===== src/rtl/cdb_result_broadcaster.sv =====
// cdb_result_broadcaster: gathers completed results from NUM_SRC functional
// units into small per-source FIFOs, then round-robin arbitrates one
// registered tag/value broadcast per cycle onto the common data bus.
// Tag 0 on the bus means "no broadcast".
//
// Handshakes: a source transfers on an edge where srcValid_i and srcReady_o
// are both high. srcReady_o comes from registered state only. The bus side
// is held while cdbValid_o & cdbStall_i, and advances otherwise.
module cdb_result_broadcaster #(
    parameter int ROBsize    = 16,
    parameter int ROBsizeLog = $clog2(ROBsize + 1),
    parameter int NUM_SRC    = 3,
    parameter int FIFO_DEPTH = 2
) (
    input  logic                            clk_i,
    input  logic                            reset_i,
    input  logic                            needToRestore_i,
    input  logic [NUM_SRC-1:0]              srcValid_i,
    input  logic [NUM_SRC*ROBsizeLog-1:0]   srcTag_i,
    input  logic [NUM_SRC*64-1:0]           srcVal_i,
    output logic [NUM_SRC-1:0]              srcReady_o,
    input  logic                            cdbStall_i,
    output logic [ROBsizeLog-1:0]           cdbTag_o,
    output logic [64:0]                     cdbVal_o,
    output logic                            cdbValid_o,
    output logic                            fifoOverflow_o
);

    localparam int AW = $clog2(FIFO_DEPTH);
    localparam int CW = $clog2(FIFO_DEPTH + 1);
    localparam int PW = (NUM_SRC > 1) ? $clog2(NUM_SRC) : 1;

    logic [ROBsizeLog-1:0] tag_mem [NUM_SRC][FIFO_DEPTH];
    logic [63:0]           val_mem [NUM_SRC][FIFO_DEPTH];
    logic [AW-1:0]         wr_ptr  [NUM_SRC];
    logic [AW-1:0]         rd_ptr  [NUM_SRC];
    logic [CW-1:0]         count   [NUM_SRC];

    logic [PW-1:0]         rr_ptr;
    logic [PW-1:0]         win;
    logic [PW-1:0]         rr_next;
    logic                  found;
    logic                  load;
    logic [NUM_SRC-1:0]    src_ready;
    logic [NUM_SRC-1:0]    push;
    logic [NUM_SRC-1:0]    pop;
    logic                  overflow_hit;

    assign load       = ~cdbValid_o | ~cdbStall_i;
    assign srcReady_o = src_ready;

    // Round-robin scan starting at rr_ptr; first non-empty FIFO wins.
    always_comb begin
        found = 1'b0;
        win   = '0;
        for (int i = 0; i < NUM_SRC; i++) begin
            if (!found && count[(int'(rr_ptr) + i) % NUM_SRC] != '0) begin
                found = 1'b1;
                win   = PW'((int'(rr_ptr) + i) % NUM_SRC);
            end
        end
        rr_next = (int'(win) == NUM_SRC - 1) ? '0 : win + PW'(1);
    end

    // Per-source ready, push and pop strobes; a flush suppresses both.
    always_comb begin
        src_ready = '0;
        push      = '0;
        pop       = '0;
        for (int k = 0; k < NUM_SRC; k++) begin
            src_ready[k] = (count[k] != CW'(FIFO_DEPTH));
            push[k] = srcValid_i[k] & src_ready[k] & ~needToRestore_i
                    & (srcTag_i[k*ROBsizeLog +: ROBsizeLog] != '0);
            pop[k]  = load & found & (win == PW'(k)) & ~needToRestore_i;
        end
        overflow_hit = |(srcValid_i & ~src_ready);
    end

    // FIFO storage: written at the tail on a push; contents need no reset.
    always_ff @(posedge clk_i) begin
        for (int k = 0; k < NUM_SRC; k++) begin
            if (push[k]) begin
                tag_mem[k][wr_ptr[k]] <= srcTag_i[k*ROBsizeLog +: ROBsizeLog];
                val_mem[k][wr_ptr[k]] <= srcVal_i[k*64 +: 64];
            end
        end
    end

    // FIFO pointers and occupancy; flush empties every FIFO.
    always_ff @(posedge clk_i or negedge reset_i) begin
        if (!reset_i) begin
            for (int k = 0; k < NUM_SRC; k++) begin
                wr_ptr[k] <= '0;
                rd_ptr[k] <= '0;
                count[k]  <= '0;
            end
        end else if (needToRestore_i) begin
            for (int k = 0; k < NUM_SRC; k++) begin
                wr_ptr[k] <= '0;
                rd_ptr[k] <= '0;
                count[k]  <= '0;
            end
        end else begin
            for (int k = 0; k < NUM_SRC; k++) begin
                if (push[k]) wr_ptr[k] <= wr_ptr[k] + AW'(1);
                if (pop[k])  rd_ptr[k] <= rd_ptr[k] + AW'(1);
                if (push[k] && !pop[k])      count[k] <= count[k] + CW'(1);
                else if (pop[k] && !push[k]) count[k] <= count[k] - CW'(1);
            end
        end
    end

    // Broadcast register and round-robin pointer.
    always_ff @(posedge clk_i or negedge reset_i) begin
        if (!reset_i) begin
            cdbValid_o <= 1'b0;
            cdbTag_o   <= '0;
            cdbVal_o   <= '0;
            rr_ptr     <= '0;
        end else if (needToRestore_i) begin
            cdbValid_o <= 1'b0;
            cdbTag_o   <= '0;
            cdbVal_o   <= '0;
            rr_ptr     <= '0;
        end else if (load) begin
            if (found) begin
                cdbValid_o <= 1'b1;
                cdbTag_o   <= tag_mem[win][rd_ptr[win]];
                cdbVal_o   <= {1'b1, val_mem[win][rd_ptr[win]]};
                rr_ptr     <= rr_next;
            end else begin
                cdbValid_o <= 1'b0;
                cdbTag_o   <= '0;
                cdbVal_o   <= '0;
            end
        end
    end

    // Sticky overflow: a source offered data while its FIFO was full.
    always_ff @(posedge clk_i or negedge reset_i) begin
        if (!reset_i)          fifoOverflow_o <= 1'b0;
        else if (overflow_hit) fifoOverflow_o <= 1'b1;
    end

endmodule

===== config.mk =====
export PLATFORM = sky130hd
export DESIGN_NAME = cdb_result_broadcaster
export DESIGN_NICKNAME = d
export VERILOG_FILES = /design/src/rtl/cdb_result_broadcaster.sv
export SDC_FILE = /design/constraint.sdc
export NUM_CORES = 1
export LEC_CHECK = 0
export CORE_MARGIN = 4
export CORE_UTILIZATION = 45
export CTS_CLUSTER_SIZE = 24
export DETAILED_ROUTE_END_ITERATION = 10
export DONT_BUFFER_PORTS = 1
export GPL_TIMING_DRIVEN = 0
export PLACE_DENSITY = 0.71
export SLEW_MARGIN = 30
export SYNTH_ARGS = -nofsm -noshare
export SYNTH_HDL_FRONTEND = slang
export SYNTH_SLANG_ARGS = --single-unit

===== constraint.sdc =====
create_clock -name clk_i -period 12.7 [get_ports clk_i]
set_clock_uncertainty 0.15 [all_clocks]
set_input_delay 1.905 -clock clk_i [delete_from_list [all_inputs] [get_ports clk_i]]
set_output_delay 1.905 -clock clk_i [all_outputs]
set_load 0.02 [all_outputs]

Word-level counts from Yosys, hierarchy flattened
Memories as Yosys holds them, arrays and structs flattened.
Cells that the tools add are included.
{"block": "totals", "reg_bits": 86, "mem_bits_rw": 414, "inputBits": 214, "out_inout_bits": 75, "wordCells": 193, "n_memories": 2}
{"memory": "val_mem", "words": 3, "width": 128, "read_ports": 1, "rd_ports_with_merged_regs": 0, "write_ports": 3, "line_no": "34", "text": "logic [63:0] val_mem [NUM_SRC][FIFO_DEPTH];"}
{"memory": "tag_mem", "words": 3, "width": 10, "read_ports": 1, "rd_ports_with_merged_regs": 0, "write_ports": 3, "line_no": "33", "text": "logic [ROBsizeLog-1:0] tag_mem [NUM_SRC][FIFO_DEPTH];"}
{"block": "op_classes", "n_addsub": 15, "n_div": 3, "order_cmp": 11, "eq_ne": 6, "n_mux": 73, "bitwise": 30, "n_reduce_logical": 39}
{"op": "$mux 128", "n": 3}
{"op": "$mux 64", "n": 6}
{"op": "$mux 65", "n": 3}
{"op": "$demux 64 s1", "n": 3}
{"op": "$ge 32x3->1 const B", "n": 3}
{"op": "$not 32->32", "n": 3}
{"op": "$mod 32x3->32 const B", "n": 2}
{"op": "$mux 5", "n": 9}
{"op": "$mux 2", "n": 19}
{"op": "$mod 3x3->32 const B", "n": 1}
{"op": "$mux 10", "n": 3}
{"op": "$reduce_bool 2->1", "n": 11}
{"op": "$mux 1", "n": 17}
{"op": "$and 1x1->1", "n": 16}
{"op": "$demux 5 s1", "n": 3}
{"op": "$reduce_bool 5->1", "n": 3}
{"op": "$bmux 2 s2", "n": 3}
{"op": "$logic_and 1x1->1", "n": 11}
{"op": "$reduce_bool 3->1", "n": 3}
{"op": "$add 2x1->2 const B", "n": 4}
{"op": "$ge 2x2->1 const B", "n": 4}
{"op": "$logic_not 1->1", "n": 8}
{"op": "$not 1->2", "n": 4}
{"op": "$add 1x1->1 const B", "n": 6}
{"op": "other kinds (19)", "n": 29}

Longest topological paths before layout
Gate-level depths: netlist of run 1.
{"block": "logic_depth", "word_depth": 24, "depth_mapped": 14, "mapped_depth_nobuf": 9}

Worst setup path after synthesis of run 1
OpenSTA, ideal clock, no wires.
{"block": "synth_path", "path_type": "in2reg", "start": "input port needToRestore_i", "end": "memory tag_mem[1][5] in the netlist's numbering (enable)", "setup_ps": 497, "arrival_time_ps": 5412, "t_required_ps": 12053, "slack_ps": 6641, "cell_stages": 5, "n_path_buf": 1, "cell_sequence": "clkbuf_1 inv_1 and3_1 o21ai_0 nor2_1"}
{"element": "from (decl)", "line_no": "17", "text": "input logic needToRestore_i,"}
{"element": "to (decl)", "line_no": "33"}

Worst setup path in the final report of run 1
{"block": "layout_path", "start": "register rr_ptr[0]", "end": "register cdbVal_o[59]"}
{"block": "layout_via", "elab_chain_cells": 24, "word_cells_on_any_way": 42, "cone_classes": "add/sub (2); div (3); mux (24); bitwise (5); reduce/logical (7); memory (1)"}
{"element": "from (decl)", "line_no": "39", "text": "logic [PW-1:0] rr_ptr;"}
{"element": "from (signal assigned)", "line_no": "130", "text": "rr_ptr <= rr_next;"}
{"element": "parallel branches: the longest is 21 deep, another holds $mod 32x3->32"}
{"element": "$mux 65 (*)", "line_no": "126", "text": "if (found) begin"}
{"element": "$mux 65 (*)", "line_no": "125", "text": "end else if (load) begin"}
{"element": "$mux 65 (*)", "line_no": "120", "text": "end else if (needToRestore_i) begin"}
{"element": "to (signal assigned)", "line_no": "129", "text": "cdbVal_o <= {1'b1, val_mem[win][rd_ptr[win]]};"}
{"element": "to (decl)", "line_no": "24", "text": "output logic [64:0] cdbVal_o,"}
Mark *: on every way between the ends. The select of a mux whose other input is x is not followed.
A chain may end at the register's enable or synchronous reset.

==> Flow_metrics.wiki, run 1 <==
{| class="wikitable"
! Metric !! Value
|-
| Power density of the placed cells || between 200 and 300 nW/um2
|-
| Total gr overflow || 0
|-
| Required time worst endpoint || 13010 ps
|-
| Run status || completed
|-
| Antenna violations before repair || 10
|-
| Post_cts resized || 0
|-
| Overall fraction of global-route tracks in use || approximately a quarter
|-
| DR vias || 16000
|-
| Count of clock tree sinks || ~500
|-
| Cts hold-fix bufs || 0
|-
| TritonCTS clock tree || built
|-
| Number of rows created at floorplan || slightly below 80
|-
| Upper clock frequency limit || 240 MHz
|-
| CP max FO || 10
|-
| Routed WL per cell || ~29 um
|-
| Die Area || 50900 um2
|-
| Worst min-delay path class || reg2reg
|-
| Proportion of synthesized chip area in sequential cells || roughly 68%
|-
| Total of buffers placed on input and output ports || 0
|-
| Share of the clock period used by the worst path || 32.8%
|-
| Level count of the clock H-tree || 2
|-
| Routed via count divided by cell count || 6.62
|-
| Clock Tree Buf Depth || 3
|-
| First-pass GRT wire length || around 100000 um
|-
| Number of nets in the final layout || 1971
|-
| CP Class || reg2reg
|-
| Final critical-path setup slack || around 8500 ps
|-
| I/O Pins || about 290
|-
| Final critical delay including setup and external delays || approximately 4200 ps
|-
| Relative slew margins || between 20% and 30%
|-
| Buffers inserted during post-CTS setup optimization || 0
|-
| Primary flip-flop cell chosen by synthesis mapping || sky130_fd_sc_hd__edfxtp_1
|-
| Seq cells post-synth || approximately 500
|-
| Highest ir drop seen on vdd || between 0.1 and 0.15 mV
|-
| Worst slack at placement || a little over 8000 ps
|-
| Die width || 226 um
|-
| FFs w/ async S/R, synth || about 17%
|-
| Filler Cells Inserted || between 3000 and 4000
|-
| HPWL after DPL || between 40000 and 50000 um
|-
| Unrepaired setup endpoints after global routing || false
|-
| Net count after synthesis || around 1900
|-
| TritonRoute pass-1 iters || 7
|-
| Data arrival at the endpoint of the critical path || 4470 ps
|-
| CTS clk-pin slew, worst paths || 60 ps
|-
| Count of flip-flops with a built-in enable after synthesis || 414
|-
| Accumulated negative setup slack || 0 ps
|-
| Wire length after detailed routing || about 70000 um
|-
| Clock insertion delay at the later pin of the skew report || 620 ps
|-
| Clock tree root buffer cell || sky130_fd_sc_hd__clkbuf_16
|-
| Number of buffers added by the clock tree synthesis step || 53
|-
| Initial core utilization || between 40 and 50%
|-
| Vertical die dimension || approximately 230 um
|-
| Relative area change from synthesis to final layout || 15.3%
|-
| Post-synth design cell area || 21300 um2
|-
| Count of cell types in the netlist || between 50 and 60
|-
| Startpoint type of the worst setup path || flop
|-
| Element type at the critical path end || flop
|-
| Synth Instances || around 1700
|-
| Max-slew violation count || 0
|-
| Slew at the pin closest to its max-slew limit || 1070 ps
|-
| Number of global-route vias before repair || between 15000 and 20000
|-
| Area of all placed cells without fillers || roughly 25000 um2
|-
| Fraction of layout instances using a drive strength above 1 || under 10%
|-
| Pin count of the biggest net entering global routing || 86
|-
| Remaining antenna violation count after routing || 0
|-
| Average size of a mapped cell || between 10 and 15 um2
|-
| Placeable core region || 46700 um2
|-
| Initial DRC count || 2269
|-
| Maximum Capacitance Violations || 0
|-
| Static leakage power || about 8.5 nW
|-
| Placed inst area || approximately 23000 um2
|-
| Setup-failing EPs final || 0
|-
| DRC viols || 0
|-
| Warnings from Yosys || 0
|-
| Global placement routability congestion || 0.915
|-
| Final hold violation count || 0
|}
-- registers in the layout (all words and copies together) (netlist names) --
signal and flops:
rr_ptr 2, val_mem 384, cdbTag_o 5, rd_ptr 3, fifoOverflow_o 1, count 6, tag_mem 30, wr_ptr 3
cdbVal_o 64, cdbValid_o 1
-- report_power, final --
group	total (W)	switching, W	internal [W]
logic	0.00300	0.00196	0.00104
registers	0.00221	0.000200	0.00201
clock network	0.00163	0.000675	0.000951
total	0.00683	0.00283	0.00400
-- kinds of logic (layout without fill, tap and decap cells) --
group                    count (synthesis)  count (layout)  share of synthesized area, %
other                                    0               7                             0
XOR/XNOR                                11              11                         0.452
multiplexers                            73              73                          3.43
flip-flops                             499             499                          68.3
AND/OR/NAND/NOR                        548             548                          11.8
AO/OA/AOI/OAI                          378             378                          12.6
adder cells (fa/ha/maj)                  4               4                         0.235
buffers and inverters                  163             285                          3.21
-- worst max-delay path: stages (launching register included) --
cell and delay, ps:
sky130_fd_sc_hd__dfrtp_1 400, sky130_fd_sc_hd__inv_1 80, sky130_fd_sc_hd__ha_1 300, sky130_fd_sc_hd__nor3_1 430, sky130_fd_sc_hd__o32ai_2 190, sky130_fd_sc_hd__nor3_1 360, sky130_fd_sc_hd__a22o_1 340, sky130_fd_sc_hd__or2b_1 620
sky130_fd_sc_hd__clkbuf_1 490, sky130_fd_sc_hd__clkbuf_1 480, sky130_fd_sc_hd__o21ai_1 150
-- area by class of cell --
type	instances	area [um2]	area share [%]
well taps	607	759	3.09
repair buffers	22	583	2.37
plain buffers	154	652	2.65
diodes	7	17.5	0.0713
clock inverters	39	429	1.75
clock buffers	61	1420	5.77
inverters	9	33.8	0.138
multi-input cells	1014	6110	24.9
flip-flops and latches	499	14600	59.3
-- metrics by stage --
| step | std cells | total power [W] | util (%) | hold WS (ps) |
|---|---|---|---|---|
| floorplan | 1676 | 0.00419 | - | 326 |
| global placement | 2283 | 0.00504 | 47.3 | 345 |
| detailed placement | 2305 | 0.00515 | 48.6 | 402 |
| CTS | 2405 | 0.00677 | 52.6 | 413 |
| global route | 2405 | 0.00713 | 52.6 | 437 |
| finish | 2412 | 0.00683 | 52.6 | 410 |
-- synthesized netlist by cell type, types with 2 or more instances --
cell type / count / area, um2
sky130_fd_sc_hd__edfxtp_1: 414 / 12400
sky130_fd_sc_hd__nand3_1: 278 / 1390
sky130_fd_sc_hd__nor2_1: 163 / 612
sky130_fd_sc_hd__a31oi_1: 139 / 870
sky130_fd_sc_hd__a221oi_1: 138 / 1210
sky130_fd_sc_hd__clkbuf_1: 123 / 462
sky130_fd_sc_hd__dfrtp_1: 85 / 2130
sky130_fd_sc_hd__nand2_1: 74 / 278
sky130_fd_sc_hd__mux2i_1: 72 / 721
sky130_fd_sc_hd__o21ai_0: 44 / 220
sky130_fd_sc_hd__o21ai_1: 29 / 145
sky130_fd_sc_hd__buf_1: 10 / 37.5
sky130_fd_sc_hd__buf_2: 9 / 45.0
sky130_fd_sc_hd__inv_1: 9 / 33.8
sky130_fd_sc_hd__xnor2_1: 9 / 78.8
sky130_fd_sc_hd__buf_4: 8 / 60.1
sky130_fd_sc_hd__nand2b_1: 5 / 31.3
sky130_fd_sc_hd__nor3_1: 5 / 25.0
sky130_fd_sc_hd__a21o_1: 4 / 30.0
sky130_fd_sc_hd__a21oi_1: 4 / 20.0
sky130_fd_sc_hd__buf_6: 4 / 45.0
sky130_fd_sc_hd__ha_1: 4 / 50.1
sky130_fd_sc_hd__or4_1: 4 / 30.0
sky130_fd_sc_hd__a211oi_1: 3 / 22.5
sky130_fd_sc_hd__and2_1: 3 / 18.8
sky130_fd_sc_hd__nor4_1: 3 / 18.8
sky130_fd_sc_hd__nor2b_1: 2 / 12.5
sky130_fd_sc_hd__nor3_2: 2 / 20.0
sky130_fd_sc_hd__nor3b_1: 2 / 15.0
sky130_fd_sc_hd__o2111ai_1: 2 / 17.5
sky130_fd_sc_hd__o21a_1: 2 / 15.0
sky130_fd_sc_hd__xor2_1: 2 / 17.5
-- routing by layer --
| layer | global-route usage (%) | part of all wire (%) | vias up |
|---|---|---|---|
| met5 | 0 | 0.13 | - |
| met4 | 9.43 | 3.9 | 12 |
| met3 | 10.5 | 13 | 209 |
| met2 | 43.5 | 47 | 1209 |
| met1 | 31.9 | 35 | 7803 |
| li1 | - | - | 6735 |
-- final timing paths --
check / depth (start not counted) / end / slack [ps] / startpoint
worst min register to register: 2 / rd_ptr[0]$_DFFE_PN0P_ / 410 / rd_ptr[0]$_DFFE_PN0P_
worst min-delay path: 2 / rd_ptr[0]$_DFFE_PN0P_ / 410 / rd_ptr[0]$_DFFE_PN0P_
worst max-delay path: 10 / cdbVal_o[59]$_DFFE_PN0P_ / 8540 / rr_ptr[0]$_DFFE_PN0P_
worst max register to register: 10 / cdbVal_o[59]$_DFFE_PN0P_ / 8540 / rr_ptr[0]$_DFFE_PN0P_
min in group asynchronous: 0 / cdbVal_o[14]$_DFFE_PN0P_ / 840 / reset_i
max in group asynchronous: 0 / cdbVal_o[35]$_DFFE_PN0P_ / 11400 / reset_i
-- layout by cell type, fill, tap and decap left out, types with 3 or more instances in the layout --
cell / count
sky130_fd_sc_hd__a31oi_1: 139
sky130_fd_sc_hd__dfrtp_1: 85
sky130_fd_sc_hd__buf_1: 10
sky130_fd_sc_hd__xnor2_1: 9
sky130_fd_sc_hd__buf_4: 8
sky130_fd_sc_hd__clkinv_1: 3
sky130_fd_sc_hd__clkbuf_16: 53
sky130_fd_sc_hd__buf_6: 4
sky130_fd_sc_hd__or4_1: 4
sky130_fd_sc_hd__a221oi_1: 138
sky130_fd_sc_hd__nor2_4: 6
sky130_fd_sc_hd__inv_6: 5
sky130_fd_sc_hd__a211oi_1: 3
sky130_fd_sc_hd__diode_2: 7
sky130_fd_sc_hd__clkbuf_1: 123
sky130_fd_sc_hd__buf_16: 19
sky130_fd_sc_hd__clkinv_2: 14
sky130_fd_sc_hd__clkbuf_8: 6
sky130_fd_sc_hd__a21oi_1: 4
sky130_fd_sc_hd__clkinv_4: 5
sky130_fd_sc_hd__nor2_1: 157
sky130_fd_sc_hd__a21o_1: 4
sky130_fd_sc_hd__bufinv_16: 7
sky130_fd_sc_hd__nor3_1: 5
sky130_fd_sc_hd__inv_1: 9
sky130_fd_sc_hd__nand3_1: 278
sky130_fd_sc_hd__clkinvlp_4: 4
sky130_fd_sc_hd__nor4_1: 3
sky130_fd_sc_hd__ha_1: 4
sky130_fd_sc_hd__buf_2: 9
sky130_fd_sc_hd__mux2i_1: 72
sky130_fd_sc_hd__nand2b_1: 5
sky130_fd_sc_hd__o21ai_1: 29
sky130_fd_sc_hd__nand2_1: 74
sky130_fd_sc_hd__edfxtp_1: 414
sky130_fd_sc_hd__o21ai_0: 44
sky130_fd_sc_hd__buf_12: 3
(Power assumes the default switching activity.)
==> run 2, diff against run 1 <==
==> constraint.sdc (replaced) <==
create_clock -name clk_i -period 4 [get_ports clk_i]
set_clock_uncertainty 0.15 [all_clocks]
set_input_delay 0.6 -clock clk_i [delete_from_list [all_inputs] [get_ports clk_i]]
set_output_delay 0.6 -clock clk_i [all_outputs]
set_load 0.02 [all_outputs]
==> run 2 against run 1 <==
Compared with the run above:
- sequential cell count did not move
- cell area rose by 8.5%
- worst hold slack got worse by 380 ps
- largest cell class unchanged
- highest routed layer unchanged
- first-iteration DRC count rose by 16%
==> Flow_metrics.wiki, run 2 (same netlist as run 1, synthesis figures left out) <==
{| class="wikitable"
! Metric !! Value
|-
| Element type at the critical path end || flop (unchanged)
|-
| Startpoint type of the worst setup path || flop (unchanged)
|-
| Pin count of the biggest net entering global routing || 86 (unchanged)
|-
| Required time worst endpoint || 4370 ps (was 13010 ps)
|-
| Clock tree root buffer cell || sky130_fd_sc_hd__clkbuf_16 (unchanged)
|-
| Slew at the pin closest to its max-slew limit || 1090 ps (was 1070 ps)
|-
| Die Area || 50900 um2 (unchanged)
|-
| Placed inst area || 22700 um2 (about the same)
|-
| CP Class || reg2reg (unchanged)
|-
| Data arrival at the endpoint of the critical path || 4190 ps (was 4470 ps)
|-
| TritonCTS clock tree || built (unchanged)
|-
| Clock Tree Buf Depth || 3 (unchanged)
|-
| Power density of the placed cells || 818 nW/um2 (was 278 nW/um2)
|-
| Relative slew margins || 27.6% (was 28.9%)
|-
| Number of nets in the final layout || 2181 (was 1971)
|-
| CP max FO || 10 (unchanged)
|-
| DR vias || 17200 (was 16000)
|-
| Setup-failing EPs final || 0 (unchanged)
|-
| Leading cell types in the layout, fill and taps excluded || sky130_fd_sc_hd__edfxtp_1, sky130_fd_sc_hd__nand3_1, sky130_fd_sc_hd__dlygate4sd3_1 (was sky130_fd_sc_hd__edfxtp_1, sky130_fd_sc_hd__nand3_1, sky130_fd_sc_hd__nor2_1)
|-
| Placeable core region || 46700 um2 (unchanged)
|-
| Number of buffers added by the clock tree synthesis step || 52 (was 53)
|-
| Relative area change from synthesis to final layout || 25.0% (was 15.3%)
|-
| Max FFs per register || 384 (unchanged)
|-
| Routed WL per cell || 27.5 um (was 29.1 um)
|-
| HPWL after DPL || 46700 um (was 47200 um)
|-
| Max-slew violation count || 0 (unchanged)
|-
| Final critical delay including setup and external delays || 3830 ps (was 4160 ps)
|-
| Total gr overflow || 0 (unchanged)
|-
| Worst min-delay path class || in2reg (was reg2reg)
|-
| Filler Cells Inserted || 3652 (was 3851)
|-
| Overall fraction of global-route tracks in use || 27.3% (was 26.5%)
|-
| Fraction of layout instances using a drive strength above 1 || 7.77% (was 8.79%)
|-
| I/O Pins || 289 (unchanged)
|-
| Routed via count divided by cell count || 6.51 (was 6.62)
|-
| Final hold slack || 31.3 ps (was 410 ps)
|-
| Vertical die dimension || 226 um (unchanged)
|-
| First-pass GRT wire length || 105000 um (was 101000 um)
|-
| Remaining antenna violation count after routing || 0 (unchanged)
|-
| Buffers inserted during post-CTS setup optimization || 0 (unchanged)
|-
| CTS clk-pin slew, worst paths || 60 ps (about the same)
|-
| Count of clock tree sinks || 499 (unchanged)
|-
| Most common cell after layout, fill and taps aside || sky130_fd_sc_hd__edfxtp_1 (unchanged)
|-
| Clock insertion delay at the later pin of the skew report || 610 ps (was 620 ps)
|-
| Share of the clock period used by the worst path || 95.7% (was 32.8%)
|-
| Initial core utilization || 45.7% (unchanged)
|-
| Static leakage power || 9.38 nW (was 8.54 nW)
|-
| Global placement routability congestion || 0.896 (was 0.915)
|-
| Run status || completed (unchanged)
|-
| Number of rows created at floorplan || 79 (unchanged)
|-
| Upper clock frequency limit || 261 MHz (was 240 MHz)
|-
| TritonRoute pass-1 iters || 8 (was 7)
|-
| Highest ir drop seen on vdd || 0.510 mV (was 0.147 mV)
|-
| Number of global-route vias before repair || 17200 (was 15800)
|-
| Final hold violation count || 0 (unchanged)
|-
| R2r setup slk || 170 ps (was 8540 ps)
|-
| Wire length after detailed routing || 72600 um (was 70100 um)
|-
| Area of all placed cells without fillers || 26600 um2 (was 24600 um2)
|-
| Maximum Capacitance Violations || 0 (unchanged)
|-
| Antenna violations before repair || 18 (was 10)
|-
| Accumulated negative setup slack || 0 ps (unchanged)
|-
| Die width || 226 um (unchanged)
|-
| Unrepaired setup endpoints after global routing || false (unchanged)
|-
| Initial DRC count || 2623 (was 2269)
|-
| Level count of the clock H-tree || 2 (unchanged)
|-
| DRC viols || 0 (unchanged)
|-
| Total of buffers placed on input and output ports || 0 (unchanged)
|}
## run 2: cell count changes in the layout (fill, tap and decap cells not counted), sizes merged
cell / previous run / this run
buf: 53 / 55
bufinv: 7 / 3
clkbuf: 184 / 192
clkinv: 22 / 15
clkinvlp: 4 / 5
diode: 7 / 22
dlygate4sd3: 0 / 209
## run 2: final timing paths
check,from,endpoint,depth (start not counted)
max in group asynchronous,reset_i,cdbVal_o[30]$_DFFE_PN0P_,2
min in group asynchronous,reset_i,wr_ptr[1]$_DFFE_PN0P_,2
hold / removal,srcValid_i[2],fifoOverflow_o$_DFFE_PN0P_,2
setup reg to reg,rr_ptr[0]$_DFFE_PN0P_,cdbVal_o[19]$_DFFE_PN0P_,12
hold reg to reg,rd_ptr[2]$_DFFE_PN0P_,rd_ptr[2]$_DFFE_PN0P_,2
setup / recovery,rr_ptr[0]$_DFFE_PN0P_,cdbVal_o[19]$_DFFE_PN0P_,12
## run 2: per-layer routing
metal  vias up  wire (um)  global-route usage, %
met4        14       3080                   11.3
met5         -         79                      0
met3       268       8670                   8.23
met1      8345      26000                   33.8
met2      1343      34700                   45.1
li1       7185          -                      -
## run 2: power breakdown
part	total [W]	internal, W	switching [W]	leakage [nW]
Combinational	0.00986	0.00345	0.00641	3.62
Clock	0.00492	0.00281	0.00211	0.850
Sequential	0.00701	0.00637	0.000640	4.92
## run 2: layout make-up
| type | instances | area, um2 | area share (%) |
|---|---|---|---|
| antenna | 22 | 55.1 | 0.207 |
| buffer | 154 | 658 | 2.47 |
| clock buffer | 69 | 1470 | 5.51 |
| clock inverter | 29 | 288 | 1.08 |
| inverter | 9 | 33.8 | 0.127 |
| multi-input combinational | 1014 | 6110 | 22.9 |
| sequential | 499 | 14600 | 54.7 |
| tap | 607 | 759 | 2.85 |
| timing repair buffer | 233 | 2710 | 10.2 |
## run 2: stage by stage
stage / util (%) / instances / setup WS (ps) / power [W]
finish: 57.1 / 2636 / 171 / 0.0218
global route: 57.0 / 2621 / 5.64 / 0.0227
CTS: 56.9 / 2613 / 52.0 / 0.0215
detailed placement: 48.6 / 2305 / 86.1 / 0.0163
global placement: 47.3 / 2283 / -1780 / 0.0159
floorplan: - / 1676 / 392 / 0.0133
## run 2: timing repair
item,CTS,global route
gates resized for setup,0,16
setup endpoints to repair,0,50
hold buffers,210,0
endpoints found under the hold margin,500,0
## run 2: critical path: stages (launching register included)
cell and delay [ps]:
sky130_fd_sc_hd__dfrtp_1 390, sky130_fd_sc_hd__inv_1 80, sky130_fd_sc_hd__ha_1 290, sky130_fd_sc_hd__buf_2 180, sky130_fd_sc_hd__nand2b_1 110, sky130_fd_sc_hd__a21o_1 110
sky130_fd_sc_hd__clkbuf_1 250, sky130_fd_sc_hd__clkbuf_1 850, sky130_fd_sc_hd__clkbuf_1 520, sky130_fd_sc_hd__nand3_1 130, sky130_fd_sc_hd__a31oi_1 280, sky130_fd_sc_hd__mux2i_1 160
sky130_fd_sc_hd__o21ai_0 210
==> run 3, diff against run 2 <==
--- a/config.mk
+++ b/config.mk
@@ -10,7 +10,6 @@
 export CTS_CLUSTER_SIZE = 24
 export DETAILED_ROUTE_END_ITERATION = 10
 export DONT_BUFFER_PORTS = 1
-export GPL_TIMING_DRIVEN = 0
 export PLACE_DENSITY = 0.71
 export SLEW_MARGIN = 30
 export SYNTH_ARGS = -nofsm -noshare
==> run 3 against run 2 <==
Compared with the run above:
- sequential share of layout area increased by 2.0 points
- sequential power is 1% higher
- via count is 5.8% lower
- setup slack gained 150 ps
- final cell count decreased by 6.1%
- fmax grew 4.0%
- first-iteration DRC count is 35% lower
- largest power group unchanged
- global-route usage shrank 2.5 points
- utilization shrank 2.0 points
==> Flow_metrics.wiki, run 3 (same netlist as run 1, synthesis figures left out) <==
{| class="wikitable"
! Metric !! Value
|-
| Run status || completed (unchanged)
|-
| Switching share of total power || 40.4% (was 42.1%)
|-
| Number of nets in the final layout || 2039 (was 2181)
|-
| Wire length after detailed routing || 65900 um (was 72600 um)
|-
| CP Class || reg2reg (unchanged)
|-
| Number of buffers added by the clock tree synthesis step || 53 (was 52)
|-
| CP max FO || 68 (was 10)
|-
| Crit path max-delay family || buffers and inverters (unchanged)
|-
| Data arrival at the endpoint of the critical path || 4020 ps (was 4190 ps)
|-
| CTS clk-pin slew, worst paths || 60 ps (about the same)
|-
| Relative slew margins || 33.1% (was 27.6%)
|-
| Static leakage power || 9.04 nW (was 9.38 nW)
|-
| Total gr overflow || 0 (unchanged)
|-
| Number of global-route vias before repair || 16700 (was 17200)
|-
| Crit-path max cell delay || 680 ps (was 850 ps)
|-
| Initial core utilization || 45.7% (unchanged)
|-
| Cell-internal power || 0.0123 W (was 0.0126 W)
|-
| Upper clock frequency limit || 272 MHz (was 261 MHz)
|-
| Maximum Capacitance Violations || 0 (unchanged)
|-
| Setup-failing EPs final || 0 (unchanged)
|-
| Reg-to-reg endpoint || cdbVal_o[54]$_DFFE_PN0P_ (was cdbVal_o[19]$_DFFE_PN0P_)
|-
| Worst min-delay path class || in2reg (unchanged)
|-
| Start point of the worst min-delay path || srcValid_i[2] (unchanged)
|-
| Pin count of the biggest net entering global routing || 139 (was 86)
|-
| Highest ir drop seen on vdd || 0.575 mV (was 0.510 mV)
|-
| I/O Pins || 289 (unchanged)
|-
| Met1 wire length || 24900 um (was 26000 um)
|-
| Final hold violation count || 0 (unchanged)
|-
| Final critical delay including setup and external delays || 3680 ps (was 3830 ps)
|-
| Relative area change from synthesis to final layout || 20.6% (was 25.0%)
|-
| Filler Cells Inserted || 3647 (was 3652)
|-
| Cell type of the slowest stage on the worst timing path || sky130_fd_sc_hd__buf_4 (was sky130_fd_sc_hd__clkbuf_1)
|-
| Clock insertion delay at the later pin of the skew report || 600 ps (was 610 ps)
|-
| Worst hold endpoint || fifoOverflow_o$_DFFE_PN0P_ (unchanged)
|-
| First-pass GRT wire length || 97000 um (was 105000 um)
|-
| TritonRoute pass-1 iters || 6 (was 8)
|-
| Placed inst area || 21900 um2 (was 22700 um2)
|-
| Fraction of layout instances using a drive strength above 1 || 7.19% (was 7.77%)
|-
| Remaining antenna violation count after routing || 0 (unchanged)
|-
| Startpoint type of the worst setup path || flop (unchanged)
|-
| Vertical die dimension || 226 um (unchanged)
|-
| Clk network pwr share || 22.8% (was 22.6%)
|-
| Power density of the placed cells || 803 nW/um2 (was 818 nW/um2)
|-
| Initial DRC count || 1693 (was 2623)
|-
| Cell count along the critical path || 11 (was 12)
|-
| Area of all placed cells without fillers || 25700 um2 (was 26600 um2)
|-
| Met3 WL || 6710 um (was 8670 um)
|-
| Share of the clock period used by the worst path || 92.1% (was 95.7%)
|-
| Layout Utilization || 55.1% (was 57.1%)
|-
| DR vias || 16200 (was 17200)
|-
| Start of the worst register-to-register path || rr_ptr[0]$_DFFE_PN0P_ (unchanged)
|-
| Post_cts resized || 0 (unchanged)
|-
| Footprint of the multi-input gates || 6180 um2 (was 6110 um2)
|-
| Number of cells on the worst hold path || 2 (unchanged)
|-
| Combinational Power Share || 42.8% (was 45.3%)
|-
| HPWL after DPL || 35300 um (was 46700 um)
|-
| Most common cell after layout, fill and taps aside || sky130_fd_sc_hd__edfxtp_1 (unchanged)
|-
| Buffers & Inverters on Critical Path || 3 (was 5)
|-
| Number of rows created at floorplan || 79 (unchanged)
|-
| Max-slew violation count || 0 (unchanged)
|-
| Max FFs per register || 384 (unchanged)
|-
| Part of the total power dissipated in sequential elements || 34.4% (was 32.2%)
|-
| Overall fraction of global-route tracks in use || 24.8% (was 27.3%)
|-
| Top Layer Used || met5 (unchanged)
|-
| Slew at the pin closest to its max-slew limit || 1000 ps (was 1090 ps)
|-
| Element type at the critical path end || flop (unchanged)
|-
| Final hold slack || 52.3 ps (was 31.3 ps)
|-
| Antenna violations before repair || 9 (was 18)
|-
| Total of buffers placed on input and output ports || 0 (unchanged)
|-
| Die width || 226 um (unchanged)
|-
| Clock tree root buffer cell || sky130_fd_sc_hd__clkbuf_16 (unchanged)
|-
| Leading cell types in the layout, fill and taps excluded || sky130_fd_sc_hd__edfxtp_1, sky130_fd_sc_hd__nand3_1, sky130_fd_sc_hd__dlygate4sd3_1 (unchanged)
|-
| Required time worst endpoint || 4340 ps (was 4370 ps)
|-
| Routed via count divided by cell count || 6.53 (was 6.51)
|-
| Count of clock tree sinks || 499 (unchanged)
|-
| Clock Tree Buf Depth || 3 (unchanged)
|-
| Net switching component of the power || 0.00834 W (was 0.00916 W)
|-
| Routed WL per cell || 26.6 um (was 27.5 um)
|-
| Critical Path, Cell by Cell || inv_1, ha_1, nor3b_1, o221ai_1, o21ai_4, buf_4, buf_4, a221oi_1, a31oi_1, mux2i_1, o21ai_0 (was inv_1, ha_1, buf_2, nand2b_1, a21o_1, clkbuf_1, clkbuf_1, clkbuf_1, nand3_1, a31oi_1, mux2i_1, o21ai_0)
|-
| Worst Reg-to-Reg Cells || 11 (was 12)
|-
| Total area of sequential cells || 14600 um2 (unchanged)
|-
| Die Area || 50900 um2 (unchanged)
|-
| Unrepaired setup endpoints after global routing || false (unchanged)
|-
| Accumulated negative setup slack || 0 ps (unchanged)
|-
| Level count of the clock H-tree || 2 (unchanged)
|-
| Routed wire length on met2 || 32300 um (was 34700 um)
|-
| Global placement routability congestion || 0.829 (was 0.896)
|-
| Library cell appearing most often on the critical path || sky130_fd_sc_hd__buf_4 (was sky130_fd_sc_hd__clkbuf_1)
|-
| DRC viols || 0 (unchanged)
|-
| R2r setup slk || 320 ps (was 170 ps)
|-
| Placeable core region || 46700 um2 (unchanged)
|-
| TritonCTS clock tree || built (unchanged)
|}
[run 3: per-layer routing]
metal | vias up | track usage (%)
li1 | 6859 | -
met1 | 8051 | 30.7
met2 | 1055 | 42.0
met3 | 188 | 6.27
met4 | 10 | 10.0
met5 | - | 0
[run 3: worst max-delay path by stage]
stage                                     start                        to  slack (ps)
after CTS                 rr_ptr[0]$_DFFE_PN0P_  cdbVal_o[60]$_DFFE_PN0P_         480
after global routing      rr_ptr[0]$_DFFE_PN0P_  cdbVal_o[54]$_DFFE_PN0P_         150
final                     rr_ptr[0]$_DFFE_PN0P_  cdbVal_o[54]$_DFFE_PN0P_         320
after floorplan                 needToRestore_i   tag_mem[1][5]$_DFFE_PP_         390
after detailed placement  rr_ptr[0]$_DFFE_PN0P_  cdbVal_o[60]$_DFFE_PN0P_         520
after global placement    rr_ptr[0]$_DFFE_PN0P_  cdbVal_o[35]$_DFFE_PN0P_         710
[run 3: what timing repair did]
action,4_1_cts,5_1_grt
endpoints found under the setup margin,0,0
hold buffers,211,0
hold endpoints to repair,511,0
buffers inserted,0,0
[run 3: layout make-up]
cell class	instances	share of cell area (%)
repair buffers	244	9.74
well taps	607	2.96
multi-input cells	1014	24.1
clock inverters	24	0.891
diodes	5	0.0487
inverters	9	0.131
flip-flops and latches	499	56.7
clock buffers	73	5.53
[run 3: power by group through the flow]
stage	Sequential, W	Clock [W]	Combinational [W]
2_1_floorplan	0.00698	0	0.00632
3_5_place_dp	0.00717	0	0.00842
6_report	0.00709	0.00470	0.00883
4_1_cts	0.00707	0.00477	0.00868
3_3_place_gp	0.00715	0	0.00810
5_1_grt	0.00714	0.00501	0.00951
[run 3: stage by stage]
stage / power [W] / cells / worst slack [ps]
after floorplan: 0.0133 / 1676 / 392
final: 0.0206 / 2475 / 317
after global placement: 0.0153 / 2162 / 707
after global routing: 0.0217 / 2474 / 150
after CTS: 0.0205 / 2470 / 482
after detailed placement: 0.0156 / 2162 / 523
